**config.mk**
```make
export PLATFORM = sky130hd
export DESIGN_NAME = gnt_data_mux
export DESIGN_NICKNAME = d
export VERILOG_FILES = /design/src/rtl/arb_pkg.sv /design/src/rtl/sync_fifo2.sv /design/src/rtl/gnt_data_mux.sv
export SDC_FILE = /design/constraint.sdc
export NUM_CORES = 1
export LEC_CHECK = 0
export CORE_AREA = 3 3 155 157
export DETAILED_ROUTE_END_ITERATION = 7
export DIE_AREA = 0 0 158 160
export SYNTH_ARGS = -nofsm -noshare
export SYNTH_HDL_FRONTEND = slang
export SYNTH_SLANG_ARGS = --single-unit
```
**constraint.sdc**
```tcl
create_clock -name clk -period 5.22 [get_ports clk]
set_input_delay 1.044 -clock clk [delete_from_list [all_inputs] [get_ports clk]]
set_output_delay 1.044 -clock clk [all_outputs]
set_load 0.1 [all_outputs]
```
**src/rtl/arb_pkg.sv**
```systemverilog
// rtl/arb_pkg.sv - shared geometry defaults, fifo entry type and grant helper
package arb_pkg;

   localparam int ARB_NUM_REQ = 10;
   localparam int ARB_DATA_W  = 32;
   localparam int ARB_SRC_W   = $clog2(ARB_NUM_REQ);

   // Entry held by the output FIFO at the default geometry: payload plus the
   // index of the port that supplied it.
   typedef struct packed {
      logic [ARB_DATA_W-1:0] data;
      logic [ARB_SRC_W-1:0]  src;
   } fifo_entry_t;

   // True when exactly one bit is set; grant vectors are at most 32 wide.
   function automatic logic is_onehot(input logic [31:0] v);
      return (v != 32'd0) && ((v & (v - 32'd1)) == 32'd0);
   endfunction

endpackage

```
**src/rtl/sync_fifo2.sv**
```systemverilog
// rtl/sync_fifo2.sv - two-entry registered FIFO with push, pop, count and head
module sync_fifo2
   import arb_pkg::*;
#(
   parameter type T = fifo_entry_t
) (
   input  logic       clk,
   input  logic       rst_b,
   input  logic       push_i,
   input  T           din_i,
   input  logic       pop_i,
   output logic [1:0] count_o,
   output T           head_o
);

   T           mem_q [2];
   logic       wr_ptr_q, wr_ptr_d;
   logic       rd_ptr_q, rd_ptr_d;
   logic [1:0] count_q, count_d;
   logic       do_push, do_pop;

   // Full blocks a push and empty blocks a pop, so count never leaves 0..2.
   always_comb begin
      do_push  = push_i & (count_q != 2'd2);
      do_pop   = pop_i & (count_q != 2'd0);
      wr_ptr_d = do_push ? ~wr_ptr_q : wr_ptr_q;
      rd_ptr_d = do_pop ? ~rd_ptr_q : rd_ptr_q;
      count_d  = count_q;
      case ({do_push, do_pop})
         2'b10:   count_d = count_q + 2'd1;
         2'b01:   count_d = count_q - 2'd1;
         default: count_d = count_q;
      endcase
   end

   // Storage and pointers; reset clears entries so the head reads zero.
   always_ff @(posedge clk or negedge rst_b) begin
      if (!rst_b) begin
         for (int i = 0; i < 2; i++) begin
            mem_q[i] <= '0;
         end
         wr_ptr_q <= 1'b0;
         rd_ptr_q <= 1'b0;
         count_q  <= 2'd0;
      end else begin
         if (do_push) begin
            mem_q[wr_ptr_q] <= din_i;
         end
         wr_ptr_q <= wr_ptr_d;
         rd_ptr_q <= rd_ptr_d;
         count_q  <= count_d;
      end
   end

   assign count_o = count_q;
   assign head_o  = mem_q[rd_ptr_q];

endmodule

```
**src/rtl/gnt_data_mux.sv**
```systemverilog
// rtl/gnt_data_mux.sv - grant check, request gating and payload mux into a 2-deep FIFO
module gnt_data_mux
   import arb_pkg::*;
#(
   parameter int NUM_REQ = ARB_NUM_REQ,
   parameter int DATA_W  = ARB_DATA_W,
   parameter int SRC_W   = $clog2(NUM_REQ)
) (
   input  logic              clk,
   input  logic              rst_b,
   input  logic [NUM_REQ-1:0] in_valid,
   input  logic [DATA_W-1:0] in_data [NUM_REQ],
   output logic [NUM_REQ-1:0] in_ready,
   output logic [NUM_REQ-1:0] arb_req,
   input  logic [NUM_REQ-1:0] arb_gnt,
   output logic              out_valid,
   output logic [DATA_W-1:0] out_data,
   output logic [SRC_W-1:0]  out_src,
   input  logic              out_ready,
   output logic              gnt_err
);

   typedef struct packed {
      logic [DATA_W-1:0] data;
      logic [SRC_W-1:0]  src;
   } entry_t;

   logic [31:0]       gnt_ext;
   logic              gnt_legal;
   logic              gnt_illegal;
   logic [SRC_W-1:0]  gnt_idx;
   logic [DATA_W-1:0] gnt_data;
   logic [1:0]        fifo_count;
   entry_t            push_entry;
   entry_t            fifo_head;
   logic              pop;
   logic              gnt_err_q, gnt_err_d;

   // Requests depend only on registered state and in_valid, never on out_ready.
   assign arb_req = in_valid & {NUM_REQ{(fifo_count != 2'd2) & ~gnt_err_q}};

   // A grant is accepted only when one-hot and aimed at a live request.
   always_comb begin
      gnt_ext     = 32'(arb_gnt);
      gnt_legal   = is_onehot(gnt_ext) & (|(arb_gnt & arb_req));
      gnt_illegal = (|arb_gnt) & ~gnt_legal;
   end

   // Select the granted port's payload and index; meaningful only when legal.
   always_comb begin
      gnt_idx  = '0;
      gnt_data = '0;
      for (int i = 0; i < NUM_REQ; i++) begin
         if (arb_gnt[i]) begin
            gnt_idx  = SRC_W'(i);
            gnt_data = in_data[i];
         end
      end
      push_entry.data = gnt_data;
      push_entry.src  = gnt_idx;
   end

   assign in_ready = gnt_legal ? arb_gnt : '0;
   assign pop      = out_ready & (fifo_count != 2'd0);

   // Protocol error is sticky until reset and shuts off all requests.
   always_comb begin
      gnt_err_d = gnt_err_q | gnt_illegal;
   end

   // Error flag register.
   always_ff @(posedge clk or negedge rst_b) begin
      if (!rst_b) begin
         gnt_err_q <= 1'b0;
      end else begin
         gnt_err_q <= gnt_err_d;
      end
   end

   sync_fifo2 #(
      .T (entry_t)
   ) u_fifo (
      .clk     (clk),
      .rst_b   (rst_b),
      .push_i  (gnt_legal),
      .din_i   (push_entry),
      .pop_i   (pop),
      .count_o (fifo_count),
      .head_o  (fifo_head)
   );

   assign out_valid = (fifo_count != 2'd0);
   assign out_data  = fifo_head.data;
   assign out_src   = fifo_head.src;
   assign gnt_err   = gnt_err_q;

endmodule

```
; Word level (Yosys, flattened, before mapping)
; Index checks and enable logic that the tools add are counted.
[classes]
n_addsub = 3
magnitude_cmp = 3
eq_ne = 3
n_mux = 27
n_bitwise = 16
reduce_logical = 8
[op_table]
columns = operator, count
row1 = two-way mux 32 bit, 10
row2 = two-way mux 36 bit, 4
row3 = bitwise mux 72 bit, 1
row4 = demux 36 bit (select 1 bit), 1
row5 = bitwise AND 10 x 32 -> 32 bit, 1
row6 = logical NOT 32 bit, 1
row7 = two-way mux 4 bit, 8
row8 = bitwise AND 10 bit, 2
row9 = OR reduction 10 bit, 2
row10 = "subtractor 10 x 1 -> 11 bit, second input constant", 1
row11 = two-way mux 10 bit, 1
row12 = nonzero test 10 bit, 1
row13 = bitwise AND 1 bit, 6
row14 = "greater-or-equal comparator 2 bit, second input constant", 2
row15 = NOT 1 bit, 4
row16 = NOT 1 -> 2 bit, 2
row17 = one-hot mux 2 bit (2 select lines), 1
row18 = nonzero test 2 bit, 2
row19 = "adder 2 x 1 -> 2 bit, second input constant", 1
row20 = "equality test 2 x 1 -> 1 bit, second input constant", 1
row21 = "equality test 2 bit, second input constant", 1
row22 = logical AND 1 bit, 2
row23 = "< comparator 2 x 1 -> 1 bit, second input constant", 1
row24 = "!= test 2 bit, second input constant", 1
row25 = other kinds (3), 3
[totals]
reg_bits = 77
input_bits = 343
out_inout_bits = 58
wordCells = 68

; Depth between registers and ports, before layout
; Gate-level depths: netlist of run 1.
[depth]
word_depth = 11
depth_mapped = 13

; Hierarchy
; Synthesis of run 1 repeated with hierarchy kept, for this count alone.
[hier_totals]
cells_unflattened = 655
hier_area_um2 = 6363.6
[modules_own_cells]
columns = module, n_inst, cells_each, area_per_inst_um2
row1 = sync_fifo2, 1, 208, 3611.0
row2 = gnt_data_mux, 1, 447, 2752.6

; Worst setup path before layout of run 1
; Ideal clock, no wire load.
[synth_timing]
path_kind = input to output
startpoint = in arb_gnt[3]
endpoint = out in_ready[5]
t_arrival_ps = 4335
setup_slack_ps = -159
stages = 5
path_cell_list = buf_6 -> or4_4 -> a2111oi_4 -> o311ai_2 -> nor3_1
[synth_between]
elab_chain_cells = 6
[synth_lines]
columns = element, line_no
row1 = "start, declared", gnt_data_mux.sv:15  ; input logic [NUM_REQ-1:0] arb_gnt,
row2 = subtractor 10 x 1 -> 11 bit, arb_pkg.sv:17  ; return (v != 32'd0) && ((v & (v - 32'd1)) == 32'd0);
row3 = bitwise AND 10 x 32 -> 32 bit, arb_pkg.sv:17
row4 = logical NOT 32 bit, arb_pkg.sv:17
row5 = logical AND 1 bit, arb_pkg.sv:17
row6 = bitwise AND 1 bit *, gnt_data_mux.sv:45  ; gnt_legal = is_onehot(gnt_ext) & (|(arb_gnt & arb_req));
row7 = two-way mux 10 bit *, gnt_data_mux.sv:63  ; assign in_ready = gnt_legal ? arb_gnt : '0;
row8 = "end, declared", gnt_data_mux.sv:13  ; output logic [NUM_REQ-1:0] in_ready,
; Every way passes the cells marked *; elsewhere a longest branch is shown, timed or not.

; Worst setup path in the final report of run 1
[layout_timing]
startpoint = in arb_gnt[5]
endpoint = out in_ready[0]
; Same word-level chain as after synthesis.

==> results.sh, run 1 <==
export IMPL_status="complete, no violations"
export IMPL_synthDistinctLibCells=39
export IMPL_crit_chain="buf_2 > buf_4 > or2_2 > a21o_1 > a21oi_1 > o21ai_1 > nor2_1 > buf_4 > and2_1 > buf_12"
export IMPL_ys_ff_latch=77
export IMPL_synth_avg_cell_area_sq_um=9.77
export IMPL_grt_pass1_vias=6892
export IMPL_initial_core_util_pct=26.5
export IMPL_syn_area_sq_mm=0.00601
export IMPL_synth_compound_area_share_pct=31.3
export IMPL_grt_max_degree=78
export IMPL_max_slew_worst_pin_slew_ns=1.05
export IMPL_ant_nets=0
export IMPL_coreArea_sq_mm=0.0226
export IMPL_grt_pass1_wl_microns=43200
export IMPL_finalMaxSlewViolations=0
export IMPL_synth_edf_count=0
export IMPL_clockBufferDepth=2
export IMPL_num_vias=6766
export IMPL_yosys_area_share_adder_pct=0.208
export IMPL_portBuffers=400
export IMPL_antenna_found_initial=0
export IMPL_synth_top_family_by_area="compound AO/OA/AOI/OAI gates"
export IMPL_holdCritStartpoint="u_fifo.count_o[1]"
export IMPL_async_reset_ff_share_pct=100
export IMPL_post_cts_buffers=0
export IMPL_finalHoldViolCount=0
export IMPL_critPathLaunch="arb_gnt[5]"
export IMPL_r2r_start="u_fifo.count_o[0]"
export IMPL_syn_to_final_growth_pct=76.0
export IMPL_crit_path_max_incr_delay_ns=0.42
export IMPL_nFillCells=2263
export IMPL_dieWidth_microns=158
export IMPL_synth_top_area_share_pct=32.1
export IMPL_crit_path_frequent_cell="buf_4"
export IMPL_drtIter0Drc=361
export IMPL_synthSimpleGateAreaFrac_pct=6.37
export IMPL_crit_type="in2out"
export IMPL_numCtsBuffers=9
export IMPL_fmax_ghz=0.220
export IMPL_die_area_sq_mm=0.0253
export IMPL_synthMostInstantiatedCell="dfrtp_1"
export IMPL_cp_start_kind="input pin"
export IMPL_slew_headroom_pct=29.6
export IMPL_insertion_delay_ns=0.35
export IMPL_path_clk_slew_ns=0.05
export IMPL_die_h_microns=160
export IMPL_antenna_cells=0
export IMPL_ys_flop_type="dfrtp_1"
export IMPL_drc=0
export IMPL_synth_nets=959
export IMPL_drtPass1Iterations=4
export IMPL_root_buffer="clkbuf_16"
export IMPL_synth_area_leaders="dfrtp_1 (32%), mux2_2 (14%), mux2_4 (7.5%)"
export IMPL_reg2reg_depth=6
export IMPL_drt_wl_total_microns=30700
export IMPL_arrival_ns=3.51
export IMPL_post_place_cells=1247
export IMPL_fin_skew_ns=0.0127
export IMPL_worstHoldPathType="reg2reg"
export IMPL_setup_viol_count_final=0
export IMPL_reg2reg_setup_slack_ns=2.41
export IMPL_yosys_warnings=0
export IMPL_instances_no_fill=1263
export IMPL_synth_xor_area_share_pct=0.729
export IMPL_place_congestion=0.857
export IMPL_finalCritPeriodShare_pct=87.2
export IMPL_ctsHoldBuffers=0
export IMPL_grt_use_total_pct=22.8
export IMPL_critPathRequiredTime_ns=4.18
export IMPL_peakVddDrop_v=0.000142
export IMPL_synthTopCellsByCount="dfrtp_1 (77), mux2_2 (76), clkbuf_1 (57)"
export IMPL_rows=55
export IMPL_hpwl_microns=23900
export IMPL_endpoint="in_ready[0]"
export IMPL_cp_max_fo=24
export IMPL_cts_num_sinks=77
export IMPL_io_pins=401
export IMPL_vias_per_cell=5.36
export IMPL_wl_per_cell_microns=24.3
export IMPL_yosysTopAreaCell="dfrtp_1"
export IMPL_drv_cap=0
export IMPL_hold_ws_ns=0.483
export IMPL_drive_gt1_share_pct=17.1
export IMPL_syn_inst=615
export IMPL_period_minus_slack_ns=4.55
export IMPL_cts_tree="done"
export IMPL_fin_util_pct=46.7
export IMPL_ys_seq_area_share_pct=32.1
export IMPL_power_density_mw_per_mm2=178
export IMPL_fin_nets=1317
export IMPL_r2r_end="u_fifo.mem_q[18]"
export IMPL_critPathSlowestCell="or2_2"
export IMPL_endpoint_kind="output pin"
export IMPL_p_leak_nw=4.44
export IMPL_htree_levels=3
export IMPL_synth_mux_area_share_pct=22.1
export IMPL_grt_remaining_overflow=0
export IMPL_grt_setup_unrepaired="false"
export IMPL_cts_resized=0
placed cells by master, fill, tap and decap left out, types with 4 or more instances in the layout:
cell	netlist	routed
mux2_2	76	76
o221ai_1	32	32
or2_2	5	5
a221o_1	36	36
inv_1	36	36
a221oi_1	47	47
and2_1	19	19
clkbuf_16	0	9
buf_4	0	16
a22oi_1	49	49
mux2_4	30	30
nor2_1	8	7
clkdlybuf4s50_1	0	385
a21oi_1	56	56
o21ai_0	15	15
dfrtp_1	77	76
buf_12	0	10
nand2_1	29	29
buf_2	3	4
layer usage:
metal / global-route usage, % / vias to the layer above / wire [microns]
met5: 0 / - / 0
met4: 5.71 / 0 / 485
met3: 4.66 / 22 / 2180
met2: 39.5 / 303 / 15000
met1: 28.8 / 3311 / 13000
li1: - / 3130 / -
critical path: cells and delay by family:
family	cells	cell delay (ns)
buffers and inverters	4	1.15
and+or+nand+nor	3	0.69
AOI/OAI and AO/OA	3	0.59
worst min-delay path by stage:
| stage | endpoint | slack (ns) | cells after the start |
|---|---|---|---|
| floorplan | u_fifo.mem_q[39] | 0.45 | 1 |
| global placement | u_fifo.mem_q[71] | 0.47 | 1 |
| detailed placement | u_fifo.count_o[1] | 0.48 | 1 |
| CTS | u_fifo.count_o[1] | 0.49 | 1 |
| global route | u_fifo.count_o[1] | 0.51 | 1 |
| finish | u_fifo.count_o[1] | 0.48 | 1 |
registers in the layout, indices dropped and copies added (netlist names):
register / flops
u_fifo.mem_q: 72
u_fifo.count_o: 2
u_fifo.wr_ptr_q: 1
gnt_err: 1
u_fifo.rd_ptr_q: 1
layout make-up:
cell class / instances / area, sq um / area share, %
Multi-Input combinational cell: 433 / 3680 / 34.8
Clock inverter: 6 / 46.3 / 0.438
Inverter: 37 / 139 / 1.31
Timing Repair Buffer: 415 / 4190 / 39.7
Tap cell: 285 / 357 / 3.37
Sequential cell: 77 / 1930 / 18.2
Clock buffer: 10 / 229 / 2.16
logic make-up after synthesis:
| logic type | Yosys count |
|---|---|
| AO/OA/AOI/OAI | 245 |
| XOR/XNOR | 5 |
| adder cells (fa/ha/maj) | 1 |
| buffers and inverters | 105 |
| flip-flops | 77 |
| multiplexers | 108 |
| AND/OR/NAND/NOR | 74 |
through the flow:
| step | total power [mW] | instance area (sq um) | setup WS [ns] | setup TNS [ns] |
|---|---|---|---|---|
| floorplan | 0.922 | 6010 | -0.159 | -0.317 |
| detailed placement | 1.31 | 10300 | 0.712 | 0 |
| finish | 1.88 | 10600 | 0.670 | 0 |
| global placement | 1.30 | 10300 | 0.753 | 0 |
| global route | 1.96 | 10600 | 0.570 | 0 |
| CTS | 1.90 | 10600 | 0.713 | 0 |
power breakdown:
| group | total [mW] | switching (mW) | leakage, nW | internal, mW |
|---|---|---|---|---|
| Clock | 0.586 | 0.261 | 0.129 | 0.325 |
| Sequential | 0.683 | 0.0734 | 1.06 | 0.609 |
| Combinational | 0.611 | 0.251 | 3.26 | 0.360 |
Note: power is estimated with default switching activity, not from simulation.
==> run 2: changes to the inputs <==
- ABC_AREA: unset -> 1
- CORE_AREA: 3 3 155 157 -> 5 5 154 156
- DIE_AREA: 0 0 158 160 -> 0 0 159 161
- PLACE_DENSITY: unset -> 0.71
- clock period: 5.22 -> 4 ns (I/O delays scaled with it)
==> run 2 against run 1 <==
Compared with the run above: sequential share of layout area fell by 1.2 points; combinational power grew 64%; die area rose by 1.3%; via count up 35%; register-to-register slack got worse by 0.98 ns; clock power rose by 37%; critical path depth is the same; clock skew is 0.0070 ns lower; area after synthesis grew 13%; flip-flop and latch count is the same; power grew 39%; highest routed layer unchanged; clock-buffer cell count rose by 1.
==> results.sh, run 2 <==
export IMPL_htree_levels=3
export IMPL_nFillCells=2326
export IMPL_cp_start_kind="input pin"
export IMPL_crit_path_max_incr_delay_ns=0.53
export IMPL_path_clk_slew_ns=0.06
export IMPL_drv_cap=0
export IMPL_coreArea_sq_mm=0.0222
export IMPL_cts_num_sinks=77
export IMPL_drt_wl_total_microns=33400
export IMPL_synthMostInstantiatedCell="nand2_1"
export IMPL_drtPass1Iterations=5
export IMPL_period_minus_slack_ns=3.62
export IMPL_ant_nets=0
export IMPL_power_density_mw_per_mm2=231
export IMPL_syn_area_sq_mm=0.00681
export IMPL_ff_latch_area_sq_mm=0.00193
export IMPL_synth_avg_cell_area_sq_um=5.62
export IMPL_setup_viol_count_final=0
export IMPL_syn_to_final_growth_pct=66.4
export IMPL_hpwl_microns=26800
export IMPL_place_congestion=0.974
export IMPL_multi_input_area_sq_mm=0.00439
export IMPL_wl_per_cell_microns=18.0
export IMPL_grt_setup_unrepaired="false"
export IMPL_finalCritPeriodShare_pct=90.5
export IMPL_status="complete, no violations"
export IMPL_max_slew_worst_pin_slew_ns=1.29
export IMPL_grt_pass1_vias=8773
export IMPL_drive_gt1_share_pct=10.2
export IMPL_hold_depth=2
export IMPL_hold_ws_ns=0.478
export IMPL_critical_path_top_delay_family="buffers and inverters"
export IMPL_crit_chain="clkdlybuf4s50_1 > nor2_4 > nand2_2 > o21ai_1 > nand2_1 > o21ai_1 > nand3_1 > buf_4 > nor2_2 > buf_12"
export IMPL_ctsHoldBuffers=0
export IMPL_syn_inst=1212
export IMPL_num_vias=9109
export IMPL_critPathSlowestCell="clkdlybuf4s50_1"
export IMPL_portBuffers=400
export IMPL_vias_per_cell=4.90
export IMPL_finalHoldViolCount=0
export IMPL_grt_pass1_wl_microns=50400
export IMPL_clockBufferDepth=2
export IMPL_rows=55
export IMPL_critPathRequiredTime_ns=3.20
export IMPL_grt_max_degree=78
export IMPL_fin_nets=1914
export IMPL_synth_edf_count=0
export IMPL_die_area_sq_mm=0.0256
export IMPL_layout_commonest_cell="nand2_1"
export IMPL_finalMaxSlewViolations=0
export IMPL_io_pins=401
export IMPL_drc=0
export IMPL_crit_type="in2out"
export IMPL_synth_area_leaders="nand2_1 (29%), dfrtp_1 (28%), nor2_1 (9.3%)"
export IMPL_worstHoldPathType="reg2reg"
export IMPL_p_leak_nw=5.54
export IMPL_root_buffer="clkbuf_16"
export IMPL_slew_headroom_pct=13.4
export IMPL_endpoint_kind="output pin"
export IMPL_grt_remaining_overflow=0
export IMPL_peakVddDrop_v=0.000299
export IMPL_final_cell_mix="nand2_1 (525), clkdlybuf4s50_1 (338), nor2_1 (157)"
export IMPL_reg2reg_setup_slack_ns=1.43
export IMPL_async_reset_ff_share_pct=100
export IMPL_yosys_warnings=0
export IMPL_ys_seq_area_share_pct=28.3
export IMPL_initial_core_util_pct=30.6
export IMPL_grt_use_total_pct=24.6
export IMPL_arrival_ns=2.82
export IMPL_path_buf_inv=3
export IMPL_drtIter0Drc=813
export IMPL_synthDistinctLibCells=27
export IMPL_largest_reg_flops=72
export IMPL_numCtsBuffers=9
export IMPL_die_h_microns=161
export IMPL_crit_cells=10
export IMPL_post_cts_buffers=0
export IMPL_insertion_delay_ns=0.33
export IMPL_dieWidth_microns=159
export IMPL_fmax_ghz=0.276
export IMPL_crit_path_frequent_cell="o21ai_1"
export IMPL_ys_flop_type="dfrtp_1"
export IMPL_cts_tree="done"
export IMPL_cp_max_fo=9
export IMPL_antenna_found_initial=1
export IMPL_synth_top_area_share_pct=29.0
export IMPL_yosysTopAreaCell="nand2_1"
export IMPL_reg2reg_depth=13
export IMPL_fin_skew_ns=0.00568
export IMPL_cts_resized=0
export IMPL_regMostFlops="u_fifo.mem_q"
export IMPL_ys_ff_latch=77
export IMPL_final_setup_tns_ns=0
export IMPL_synth_nets=1556
export IMPL_synthTopCellsByCount="nand2_1 (525), nor2_1 (169), nand3_1 (101)"
[run 2: changes by cell type after synthesis, sizes merged, moves of 36 or more]
cell	change
nand2	+500
mux2	-108
o21ai	+43
nand3	+101
a221o	-36
nor2	+167
a221oi	-47
[run 2: cell families (layout without fill, tap and decap cells)]
| group | Yosys count | after routing | synth area share (%) |
|---|---|---|---|
| AOI/OAI and AO/OA | 161 | 161 | 12.5 |
| xor gates and xnor gates | 3 | 3 | 0.386 |
| adders and majority gates | 1 | 1 | 0.184 |
| buffers and inverters | 126 | 488 | 7.70 |
| DFF | 77 | 77 | 28.3 |
| other | 0 | 1 | 0 |
| and+or+nand+nor | 844 | 844 | 50.9 |
[run 2: stage by stage]
stage / setup slack, ns / power (mW) / instances / cell area (sq um) / util, %
2_1_floorplan: 0.0621 / 1.29 / 1212 / 6840 / -
4_1_cts: 0.370 / 2.63 / 1859 / 11300 / 50.9
5_1_grt: 0.196 / 2.76 / 1860 / 11300 / 50.9
3_3_place_gp: 0.437 / 1.82 / 1844 / 11000 / 49.6
6_report: 0.381 / 2.61 / 1860 / 11300 / 50.9
3_5_place_dp: 0.381 / 1.83 / 1844 / 11000 / 49.6
[run 2: path summary, 6_finish.rpt]
kind,from,end
max,arb_gnt[1],in_ready[5]
min in group asynchronous,rst_b,u_fifo.mem_q[17]
max in group asynchronous,rst_b,u_fifo.mem_q[19]
min reg2reg,u_fifo.mem_q[49],u_fifo.mem_q[49]
max reg2reg,gnt_err,u_fifo.count_o[1]
min,u_fifo.mem_q[49],u_fifo.mem_q[49]
[run 2: routing by layer]
layer  share of wire (%)  up-vias  global-route usage (%)
li1                    -     4551                       -
met1                  41     4159                    31.6
met2                  50      359                    43.1
met3                 6.4       40                    4.24
met4                 2.3        0                    6.20
met5                   0        -                       0
[run 2: cell type report]
type                       count  area share [%]
clock inverter                 4           0.431
inverter                      45            1.51
tap                          285            3.15
timing repair buffer         428            37.0
clock buffer                  11            2.14
antenna                        1          0.0221
sequential                    77            17.0
multi-input combinational   1009            38.8
[run 2: tightest hold or removal path, delay by kind of cell (launching register included)]
kind	cells	cell delay, ns
simple gates	2	0.10
flops	1	0.34
[run 2: where the power goes]
part,internal [mW],switching (mW),total (mW)
clock,0.496,0.306,0.801
sequential,0.796,0.0122,0.808
combinational,0.454,0.548,1.00
==> run 3: changes to the inputs <==
- TNS_END_PERCENT: unset -> 50
==> results of run 3 <==
Final layout, timing and power as in run 2 (identical DEF).
